`src/rtl/pwm_led_pkg.sv`:
```
// Shared constants and helper functions for the multi-channel PWM LED driver.
// PWM_LED_PHASE_STAGGER_EN uses phase_offset() to spread channel turn-on edges.
package pwm_led_pkg;

    localparam int DEF_CHANNELS = 3;
    localparam int DEF_RES      = 8;
    localparam int DEF_BRIGHT_W = 3;

    // All-ones duty for a given resolution (RES <= 16).
    function automatic logic [15:0] max_duty(input int res);
        logic [31:0] full;
        full = (32'd1 << res) - 32'd1;
        return full[15:0];
    endfunction

    // Phase offset of channel k: k * (2^res / channels), truncated to res bits.
    function automatic logic [15:0] phase_offset(input int k, input int channels, input int res);
        logic [31:0] span;
        logic [31:0] ofs;
        span = 32'd1 << res;
        ofs  = (32'(k) * (span / 32'(channels))) % span;
        return ofs[15:0];
    endfunction

endpackage

```
`src/rtl/pwm_led_channel.sv`:
```
// One PWM channel: duty shadow register, comparator and registered active flag.
// PWM_LED_PHASE_STAGGER_EN shifts this channel's compare phase by its index.
module pwm_led_channel
    import pwm_led_pkg::*;
#(
    parameter int RES      = DEF_RES,
    parameter int CHANNELS = DEF_CHANNELS,
    parameter int IDX      = 0
) (
    input  logic           clk,
    input  logic           rst,
    input  logic           load,
    input  logic           run,
    input  logic           blank,
    input  logic [RES-1:0] cnt,
    input  logic [RES-1:0] duty,
    output logic           act
);

    localparam logic [15:0] MAX_W = max_duty(RES);
    localparam logic [RES-1:0] MAX = MAX_W[RES-1:0];
`ifdef PWM_LED_PHASE_STAGGER_EN
    localparam logic [15:0] OFS_W = phase_offset(IDX, CHANNELS, RES);
`else
    localparam logic [15:0] OFS_W = 16'd0;
`endif
    localparam logic [RES-1:0] OFFSET = OFS_W[RES-1:0];

    logic [RES-1:0] duty_reg;
    logic [RES-1:0] cmp;
    logic           on;

    assign cmp = cnt + OFFSET;

    always_comb begin
        on = (duty_reg == MAX) || (cmp < duty_reg);
    end

    // Shadow tracks duty_i during reset so the first period after release
    // already runs with the duty presented while reset was held.
    always_ff @(posedge clk) begin
        if (!rst) begin
            duty_reg <= duty;
            act      <= 1'b0;
        end else begin
            if (load) duty_reg <= duty;
            act <= on & ~blank & run;
        end
    end

endmodule

```
`src/rtl/pwm_led_controller.sv`:
```
// Multi-channel PWM LED driver with frame-skipping brightness and polarity select.
// Optional build macro: PWM_LED_PHASE_STAGGER_EN (per-channel phase stagger).
module pwm_led_controller
    import pwm_led_pkg::*;
#(
    parameter int CHANNELS = DEF_CHANNELS,
    parameter int RES      = DEF_RES,
    parameter int BRIGHT_W = DEF_BRIGHT_W
) (
    input  logic                    clk,
    input  logic                    rst,
    input  logic                    en_i,
    input  logic                    an,
    input  logic [CHANNELS*RES-1:0] duty_i,
    input  logic [BRIGHT_W-1:0]     bright_i,
    output logic [CHANNELS-1:0]     led_o,
    output logic                    sync,
    output logic                    half,
    output logic [BRIGHT_W-1:0]     frame_o
);

    localparam logic [15:0] MAX_W = max_duty(RES);
    localparam logic [RES-1:0] MAX = MAX_W[RES-1:0];

    logic [RES-1:0]      cnt;
    logic [BRIGHT_W-1:0] frm;
    logic [BRIGHT_W-1:0] bright_reg;
    logic                wrap;
    logic                load;
    logic                blank;
    logic [CHANNELS-1:0] act;

    assign wrap  = (cnt == MAX);
    assign load  = wrap | ~en_i;
    assign blank = (frm > bright_reg);

    always_ff @(posedge clk) begin
        if (!rst) begin
            cnt        <= '0;
            frm        <= '0;
            bright_reg <= '0;
        end else if (!en_i) begin
            cnt        <= '0;
            frm        <= '0;
            bright_reg <= bright_i;
        end else begin
            cnt <= cnt + 1'b1;
            if (wrap) frm <= frm + 1'b1;
            if (load) bright_reg <= bright_i;
        end
    end

    for (genvar k = 0; k < CHANNELS; k++) begin : g_ch
        pwm_led_channel #(
            .RES      (RES),
            .CHANNELS (CHANNELS),
            .IDX      (k)
        ) u_ch (
            .clk   (clk),
            .rst   (rst),
            .load  (load),
            .run   (en_i),
            .blank (blank),
            .cnt   (cnt),
            .duty  (duty_i[k*RES +: RES]),
            .act   (act[k])
        );
    end

    // Polarity applied after the flop so an flips the pins immediately.
    assign led_o   = act ^ {CHANNELS{an}};
    assign sync    = (cnt == '0);
    assign half    = cnt[RES-1];
    assign frame_o = frm;

endmodule

```
`config.mk`:
```
export PLATFORM = sky130hd
export DESIGN_NAME = pwm_led_controller
export DESIGN_NICKNAME = d
export VERILOG_FILES = /design/src/rtl/pwm_led_pkg.sv /design/src/rtl/pwm_led_channel.sv /design/src/rtl/pwm_led_controller.sv
export SDC_FILE = /design/constraint.sdc
export NUM_CORES = 1
export LEC_CHECK = 0
export ABC_AREA = 0
export CORE_UTILIZATION = 45
export DETAILED_ROUTE_END_ITERATION = 10
export PLACE_DENSITY_LB_ADDON = 0.3
export SYNTH_ARGS = -nofsm -noshare
export SYNTH_HDL_FRONTEND = slang
export SYNTH_HIERARCHICAL = 1
export SYNTH_SLANG_ARGS = --single-unit
export TNS_END_PERCENT = 30
```
`constraint.sdc`:
```
create_clock -name clk -period 3.2 [get_ports clk]
set_input_delay 0.48 -clock clk [delete_from_list [all_inputs] [get_ports clk]]
set_output_delay 0.48 -clock clk [all_outputs]
set_load 0.02 [all_outputs]
```
==> results of run 1 <==
-- path summary, 6_finish.rpt --
| kind | slack, ns | end |
|---|---|---|
| setup / recovery | 0.40 | sync |
| hold / removal | 0.47 | bright_reg[2] |
| setup reg to reg | 1.05 | g_ch[2].u_ch/duty_reg[7] |
| hold reg to reg | 0.47 | bright_reg[2] |
-- report_power, final --
group,switching (mW),total [mW],internal [mW]
logic,0.0585,0.131,0.0725
clock network,0.175,0.453,0.278
registers,0.0191,0.615,0.596
total,0.252,1.20,0.947
-- cell usage in the layout, fill, tap and decap left out, drive strengths merged, types with 3 or more instances in the layout --
cell type,count
nand4,7
nand2,15
mux2i,3
clkbuf,6
xor2,5
edfxtp,24
or3b,3
nand2b,3
clkdlybuf4s50,38
o21ai,5
ha,27
nor2,10
inv,30
a211oi,3
nand3,6
dfxtp,17
o21a,3
nor4,4
o2111ai,3
a21oi,9
a311oi,3
o211ai,3
-- critical path: cells and delay by family (launching register included) --
family | cells | cell delay [ns]
adder cells (fa/ha/maj) | 1 | 0.13
buffers and inverters | 2 | 0.73
flip-flops | 1 | 0.38
AND/OR/NAND/NOR | 2 | 0.78
-- logic make-up after synthesis --
logic type      count (synthesis)  share of synthesized area
compound gates                 33                     0.1037
xor+xnor                        6                    0.02460
fa+ha+maj                      27                     0.1582
buf+inv                        32                    0.05682
flops                          41                     0.4968
mux                             3                    0.01406
simple gates                   57                     0.1459
-- layer usage --
metal	vias to the layer above	GRT usage	routed length, microns
met5	-	0	0
met4	0	0.06667	51
met3	6	0.04274	124
met2	27	0.2895	1907
met1	728	0.2224	1796
li1	811	-	-
-- cell type report --
| class | instances | area [sq um] |
|---|---|---|
| Tap cell | 52 | 65.06 |
| Inverter | 30 | 112.6 |
| Clock inverter | 2 | 35.03 |
| Fill cell | 373 | 1735 |
| Sequential cell | 41 | 1061 |
| Clock buffer | 6 | 93.84 |
| Multi-Input combinational cell | 126 | 953.4 |
| Timing Repair Buffer | 39 | 387.9 |
==> results.md, run 1 <==
- Worst Setup Start Kind: flip-flop
- Final antenna-violating net count: 0
- Syn Inst Count: 199
- CTS resizes: 0
- CTS tree: yes
- Skew-Pair Late Insertion Delay: 0.29 ns
- Hold Crit Class: reg -> reg
- CTS Sinks: 41
- Post-Syn Area per Cell: between 10 and 15 sq um
- Ys Warns: 6
- Final Routed Wirelength: 3880 microns
- Largest net degree at the start of global routing: 15
- CP Data Required Time: 2.72 ns
- Max Cap Viol: 0
- Grt ovf: 0
- P_leak: 1.138 nW
- Critical Path Fanout Max: 7
- Initial antenna violation count: 0
- Post-synth EDFFs: 24
- Synth cell types: 34
- Detailed Routing Iterations Pass 1: 6
- Vias: 1572
- VDD IR max: 0.0002516 V
- CP Cell Sequence: inv_1, ha_1, or4b_2, nor4_1, clkdlybuf4s50_1
- CP max stage delay: 0.65 ns
- Area of the mapped netlist: 2136 sq um
- Crit Path Category: reg -> out
- Setup Skew: between 0.003 and 0.004 ns
- Antenna diodes: 0
- Setup violations, final: 0
- Layout cell share with drive strength beyond 1: 0.05328
- Number of global-route vias before repair: 1503
- Initial Utilization: 0.4806
- Drt first-iter violations: 146
- Critical Path End Type: output port
- Pwr Density: 442.7 nW/um^2
- FFs w/ async S/R, synth: 0
- Pre-CTS setup slack: ~0.73 ns
- Post-CTS Setup Bufs: 0
- Top_reg_cell synth: edfxtp_1
- Slew Limit Fails: 0
- Worst setup path start: cnt[1]
- Clock Tree Buf Depth: 2
- First-pass GRT wire length: 6693 microns
- Reg2Reg Depth: 5
- Pwr Total: 1.199 mW
- Final #Nets: 301
- Unrepaired setup endpoints after global routing: no
- RePlAce Congestion: 0.7941
- Flops & latches, synth: between 40 and 50
- Layout Cells excl Fill: about 300
- Worst r2r src: cnt[0]
- Final Core Density: 0.6095
- Register area share after synthesis: 0.4968
- Mapped Nets: 257
- Cell taking the most area after synthesis: edfxtp_1
- Top cells by area in the synthesized netlist: edfxtp_1 34%, dfxtp_1 16%, ha_1 16%
- Routed len/inst: 13.11 microns
- Hold Fails Final Rpt: 0
- Std-Cell Rows: 24
- Worst endpoint data arrival time: 2.32 ns
- H-tree depth: 2
- CTS Hold Bufs: 0
- Boundary Pins: 39
- Port buffer count: 38
- Overall routing resource usage: 0.1751
- P&R area growth vs syn: 26.83%
- Post-route setup slack: around 0.40 ns
- Via/cell ratio: 5.311
- Die footprint: 5025 sq um
- TNS Setup: 0 ns
- Slew of the pin with the lowest slew margin: around 0.52 ns
- Synth top area share: 0.3374
- Outcome: finished clean
- Top-count cell post-synth: inv_1
- Fin crit period: 2.798 ns
- Fmax: 357.4 MHz
- Hold_sp: bright_reg[2]
- Cell area after layout: 2709 sq um
- Core Area: 4444 sq um
- Post-synth top cells: 30 x inv_1, 27 x ha_1, 24 x edfxtp_1, 17 x dfxtp_1, 15 x nand2_1
- Reg clk slew, reported paths: 0.08 ns
- Die H: 70.89 microns
- Max reg flops: 24
- Placed Area: around 2600 sq um
- Rel. slew slack: 0.6527
- TritonCTS buffer count: 5
- Min Hold Slack: between 0.4 and 0.5 ns
- Drt drc: 0
- Worst path slowest cell: clkdlybuf4s50_1
- Final HPWL DP: roughly 3000 microns
- Placed Instances: between 200 and 300
- CTS root buffer: clkbuf_8
- Die W: 70.89 microns
- Hold path depth: 2
- Period Utilization, post-route: 0.8743
Power figures use the tool's default switching activity.
==> run 2, diff against run 1 <==
--- a/config.mk
+++ b/config.mk
@@ -6,6 +6,7 @@
 export NUM_CORES = 1
 export LEC_CHECK = 0
 export ABC_AREA = 0
+export CORE_MARGIN = 4
 export CORE_UTILIZATION = 45
 export DETAILED_ROUTE_END_ITERATION = 10
 export PLACE_DENSITY_LB_ADDON = 0.3
==> results.md, run 2 (synthesized netlist as in run 1, its figures left out) <==
- Outcome: finished clean
- Initial antenna violation count: 0
- Post-CTS Setup Bufs: 0
- Drt drc: 0
- Crit Path Category: reg -> out
- P_sw: 0.2391 mW
- Die W: 76.89 microns
- VDD IR max: between 0.0002 and 0.0003 V
- Reg-to-reg endpoint: g_ch[0].u_ch/duty_reg[6]
- Worst endpoint data arrival time: 2.30 ns
- Critical Path End Type: output port
- Hold Crit Class: reg -> reg
- Clock Tree Buf Depth: 2
- Worst path slowest cell: clkdlybuf4s50_1
- Std-Cell Rows: 24
- CTS root buffer: clkbuf_8
- TNS Setup: 0 ns
- Int Pwr: between 0.8 and 0.9 mW
- Hold path depth: 2
- Sw Share: 0.2207
- Die footprint: 5912 sq um
- Max reg flops: 24
- Hold Fails Final Rpt: 0
- P&R area growth vs syn: 25.01%
- Setup violations, final: 0
- TritonCTS buffer count: 5
- Most common cell after layout, fill and taps aside: clkdlybuf4s50_1
- CTS resizes: 0
- RePlAce Congestion: just under 0.9
- Setup Skew: 0.007604 ns
- CP max stage delay: ~0.65 ns
- Final Routed Wirelength: 3933 microns
- H-tree depth: 2
- Sequential Power Share: 0.568
- Layout cell share with drive strength beyond 1: 0.04508
- Reg2Reg Depth: 5
- First-pass GRT wire length: between 6000 and 7000 microns
- Grt ovf: 0
- Final HPWL DP: 3071 microns
- Die H: 76.89 microns
- Initial Utilization: 0.4773
- Worst Setup Start Kind: flip-flop
- Routed len/inst: 13.29 microns
- Antenna diodes: 0
- Core Area: 4474 sq um
- Most frequent cells in the layout: 38 x clkdlybuf4s50_1, 30 x inv_1, 27 x ha_1
- Comb power frac: 0.120
- Min Hold Slack: around 0.47 ns
- Max Cap Viol: 0
- Worst setup path start: cnt[1]
- Fillers: between 300 and 400
- Reg clk slew, reported paths: 0.08 ns
- Fmax: 359.7 MHz
- Unrepaired setup endpoints after global routing: no
- Post-route setup slack: 0.4202 ns
- CTS Sinks: 41
- Via/cell ratio: about 5.2
- Critical Path Fanout Max: 7
- Worst r2r src: cnt[1]
- CTS tree: yes
- Detailed Routing Iterations Pass 1: 4
- Final antenna-violating net count: 0
- P_leak: 1.117 nW
- Crit path to: sync
- Fin crit period: roughly 2.8 ns
- Slew Limit Fails: 0
- CP Cell Sequence: inv_1, ha_1, or4b_2, nor4_1, clkdlybuf4s50_1
- CP Data Required Time: 2.72 ns
- Skew-Pair Late Insertion Delay: just under 0.3 ns
- Pwr Density: 405.7 nW/um^2
- R2r setup slk: 1.08 ns
- Period Utilization, post-route: 0.8687
- Drt first-iter violations: 91
- Final #Nets: about 300
- Boundary Pins: 39
- Number of global-route vias before repair: 1481
- Rel. slew slack: 0.6634
- Overall routing resource usage: 0.1411
- Placed Area: 2580 sq um
- Vias: approximately 1.5k
- Pre-CTS setup slack: approximately 0.74 ns
- Port buffer count: 38
- CTS Hold Bufs: 0
- Clock Power Share: 0.312
- Largest net degree at the start of global routing: 15
- Slew of the pin with the lowest slew margin: between 0.5 and 0.6 ns
- Cell area after layout: ~2700 sq um
[run 2: cell types whose count changed in the layout (fill, tap and decap cells not counted)]
cell,previous run,this run
clkinv_2,1,0
clkbuf_16,1,0
bufinv_16,1,0
clkbuf_1,0,2
clkbuf_8,5,6
[run 2: cell type report]
class	instances	area [sq um]	area share
clock buffer	8	90.09	0.03374
multi-input combinational	126	953.4	0.3571
sequential	41	1061	0.3974
tap	52	65.06	0.02437
timing repair buffer	39	387.9	0.1453
inverter	30	112.6	0.04217
[run 2: worst min-delay path by stage]
stage / end / from / slack [ns]
floorplan: bright_reg[1] / bright_reg[1] / 0.44
global placement: bright_reg[1] / bright_reg[1] / 0.45
detailed placement: bright_reg[2] / bright_reg[2] / 0.46
CTS: bright_reg[2] / bright_reg[2] / 0.47
global route: bright_reg[2] / bright_reg[2] / 0.51
finish: bright_reg[2] / bright_reg[2] / 0.47
[run 2: critical path, delay by kind of cell, from the launching register on]
family,cells,cell delay [ns]
AND/OR/NAND/NOR,2,0.77
buffers and inverters,2,0.73
flip-flops,1,0.39
adder cells (fa/ha/maj),1,0.13
[run 2: routing by layer]
layer  GRT usage  vias to the layer above  share of wire  wire length (microns)
li1            -                      806              -                      -
met1      0.1780                      712           0.46                   1810
met2      0.2343                       24           0.49                   1917
met3     0.03162                        6          0.037                    147
met4     0.05435                        0          0.014                     57
met5           0                        -              0                      0
[run 2: power by group through the flow]
stage / registers (mW) / clock network, mW / logic [mW]
after detailed placement: 0.628 / 0 / 0.131
after global placement: 0.626 / 0 / 0.131
after global routing: 0.620 / 0.375 / 0.145
final: 0.615 / 0.338 / 0.130
after floorplan: 0.621 / 0 / 0.0671
after CTS: 0.616 / 0.354 / 0.132
[run 2: through the flow]
step	std cells	util	power (mW)
detailed placement	288	0.5766	0.7588
global route	296	0.5968	1.140
global placement	288	0.5766	0.7566
floorplan	199	-	0.6882
finish	296	0.5968	1.083
CTS	296	0.5968	1.102
==> run 3, diff against run 2 <==
--- a/config.mk
+++ b/config.mk
@@ -10,6 +10,7 @@
 export CORE_UTILIZATION = 45
 export DETAILED_ROUTE_END_ITERATION = 10
 export PLACE_DENSITY_LB_ADDON = 0.3
+export REMOVE_ABC_BUFFERS = 1
 export SYNTH_ARGS = -nofsm -noshare
 export SYNTH_HDL_FRONTEND = slang
 export SYNTH_HIERARCHICAL = 1
==> results.md, run 3 (synthesized netlist as in run 1, its figures left out) <==
- Outcome: finished clean
- Slew Limit Fails: 0
- Critical Path Fanout Max: 8
- Core Area: 4474 sq um
- Reg clk slew, reported paths: ~0.070 ns
- Pwr Density: 398.2 nW/um^2
- Crit Path Category: reg -> out
- Port buffer count: 38
- Skew-Pair Late Insertion Delay: roughly 0.29 ns
- Min Hold Slack: about 0.48 ns
- Setup Skew: about 0.0084 ns
- Final Routed Wirelength: 4204 microns
- P_leak: 1.111 nW
- CTS tree: yes
- Hold Crit Class: reg -> reg
- Unrepaired setup endpoints after global routing: no
- Initial antenna violation count: 0
- Antenna diodes: 0
- Placed Area: roughly 2600 sq um
- Routed len/inst: 14.20 microns
- TNS Setup: 0 ns
- Pwr Total: 1.059 mW
- CTS Hold Bufs: 0
- Drt first-iter violations: 101
- H-tree depth: 2
- CTS resizes: 0
- Final antenna-violating net count: 0
- TritonCTS buffer count: 5
- Layout cell share with drive strength beyond 1: 0.04098
- RePlAce Congestion: 0.8281
- Number of global-route vias before repair: 1616
- Setup violations, final: 0
- Std-Cell Rows: 24
- Worst Setup Start Kind: flip-flop
- Slew of the pin with the lowest slew margin: about 0.50 ns
- Die footprint: 5912 sq um
- Drt drc: 0
- Die H: 76.89 microns
- Worst endpoint data arrival time: 2.38 ns
- Final HPWL DP: about 3300 microns
- Rel. slew slack: 0.6686
- Fmax: 349.2 MHz
- Max reg flops: 24
- Sequential cell area: 1061 sq um
- Placed Instances: 288
- CTS Sinks: 41
- Max Cap Viol: 0
- Detailed Routing Iterations Pass 1: 4
- Clock Tree Buf Depth: 2
- Initial Utilization: 0.4773
- Final Core Density: 0.5945
- Hold Fails Final Rpt: 0
- Overall routing resource usage: 0.1535
- Fillers: 386
- Die W: 76.89 microns
- Layout Cells excl Fill: 296
- Most common cell after layout, fill and taps aside: clkdlybuf4s50_1
- CTS root buffer: clkbuf_8
- Boundary Pins: 39
- Fin crit period: 2.863 ns
- P&R area growth vs syn: 24.55%
- CP Data Required Time: 2.72 ns
- Largest net degree at the start of global routing: 15
- Via/cell ratio: between 5 and 6
- Vias: about 1.6k
- Post-route setup slack: approximately 0.34 ns
- Critical Path End Type: output port
- Period Utilization, post-route: 0.8948
- Final #Nets: between 300 and 400
- Pre-CTS setup slack: 0.6433 ns
- Most frequent cells in the layout: 38 x clkdlybuf4s50_1, 30 x inv_1, 27 x ha_1
- VDD IR max: 0.0002815 V
- Grt ovf: 0
- First-pass GRT wire length: 7189 microns
- Cell area after layout: 2660 sq um
- Multi-input gate area: 953.4 sq um
- Post-CTS Setup Bufs: 0
## run 3: cell type report
| class | count | area share |
|---|---|---|
| Tap cell | 52 | 0.02446 |
| Inverter | 30 | 0.04233 |
| Clock buffer | 7 | 0.02869 |
| Sequential cell | 41 | 0.3989 |
| Timing Repair Buffer | 39 | 0.1458 |
| Clock inverter | 1 | 0.001411 |
| Multi-Input combinational cell | 126 | 0.3584 |
## run 3: path summary, 6_finish.rpt
| kind | slack [ns] | start | endpoint | cells past startpoint |
|---|---|---|---|---|
| max | 0.34 | cnt[0] | sync | 5 |
| min | 0.48 | bright_reg[1] | bright_reg[1] | 2 |
| min reg2reg | 0.48 | bright_reg[1] | bright_reg[1] | 2 |
| max reg2reg | 1.06 | cnt[0] | g_ch[0].u_ch/duty_reg[6] | 5 |
## run 3: power by group
part	total, mW	internal [mW]	switching [mW]
logic	0.133	0.0728	0.0599
clock network	0.311	0.152	0.160
registers	0.615	0.596	0.0189
total	1.06	0.821	0.238
## run 3: layer usage
| layer | GRT usage | vias up | wire length [microns] |
|---|---|---|---|
| met5 | 0 | - | 0 |
| met4 | 0.06522 | 0 | 91 |
| met3 | 0.03747 | 7 | 192 |
| met2 | 0.2683 | 36 | 2164 |
| met1 | 0.1778 | 757 | 1754 |
| li1 | - | 814 | - |
## run 3: worst max-delay path, stage by stage, from the launching register on
cell	delay, ns
dfxtp_1	0.39
inv_1	0.09
ha_1	0.14
or4b_2	0.58
nor4_1	0.24
clkdlybuf4s50_1	0.66
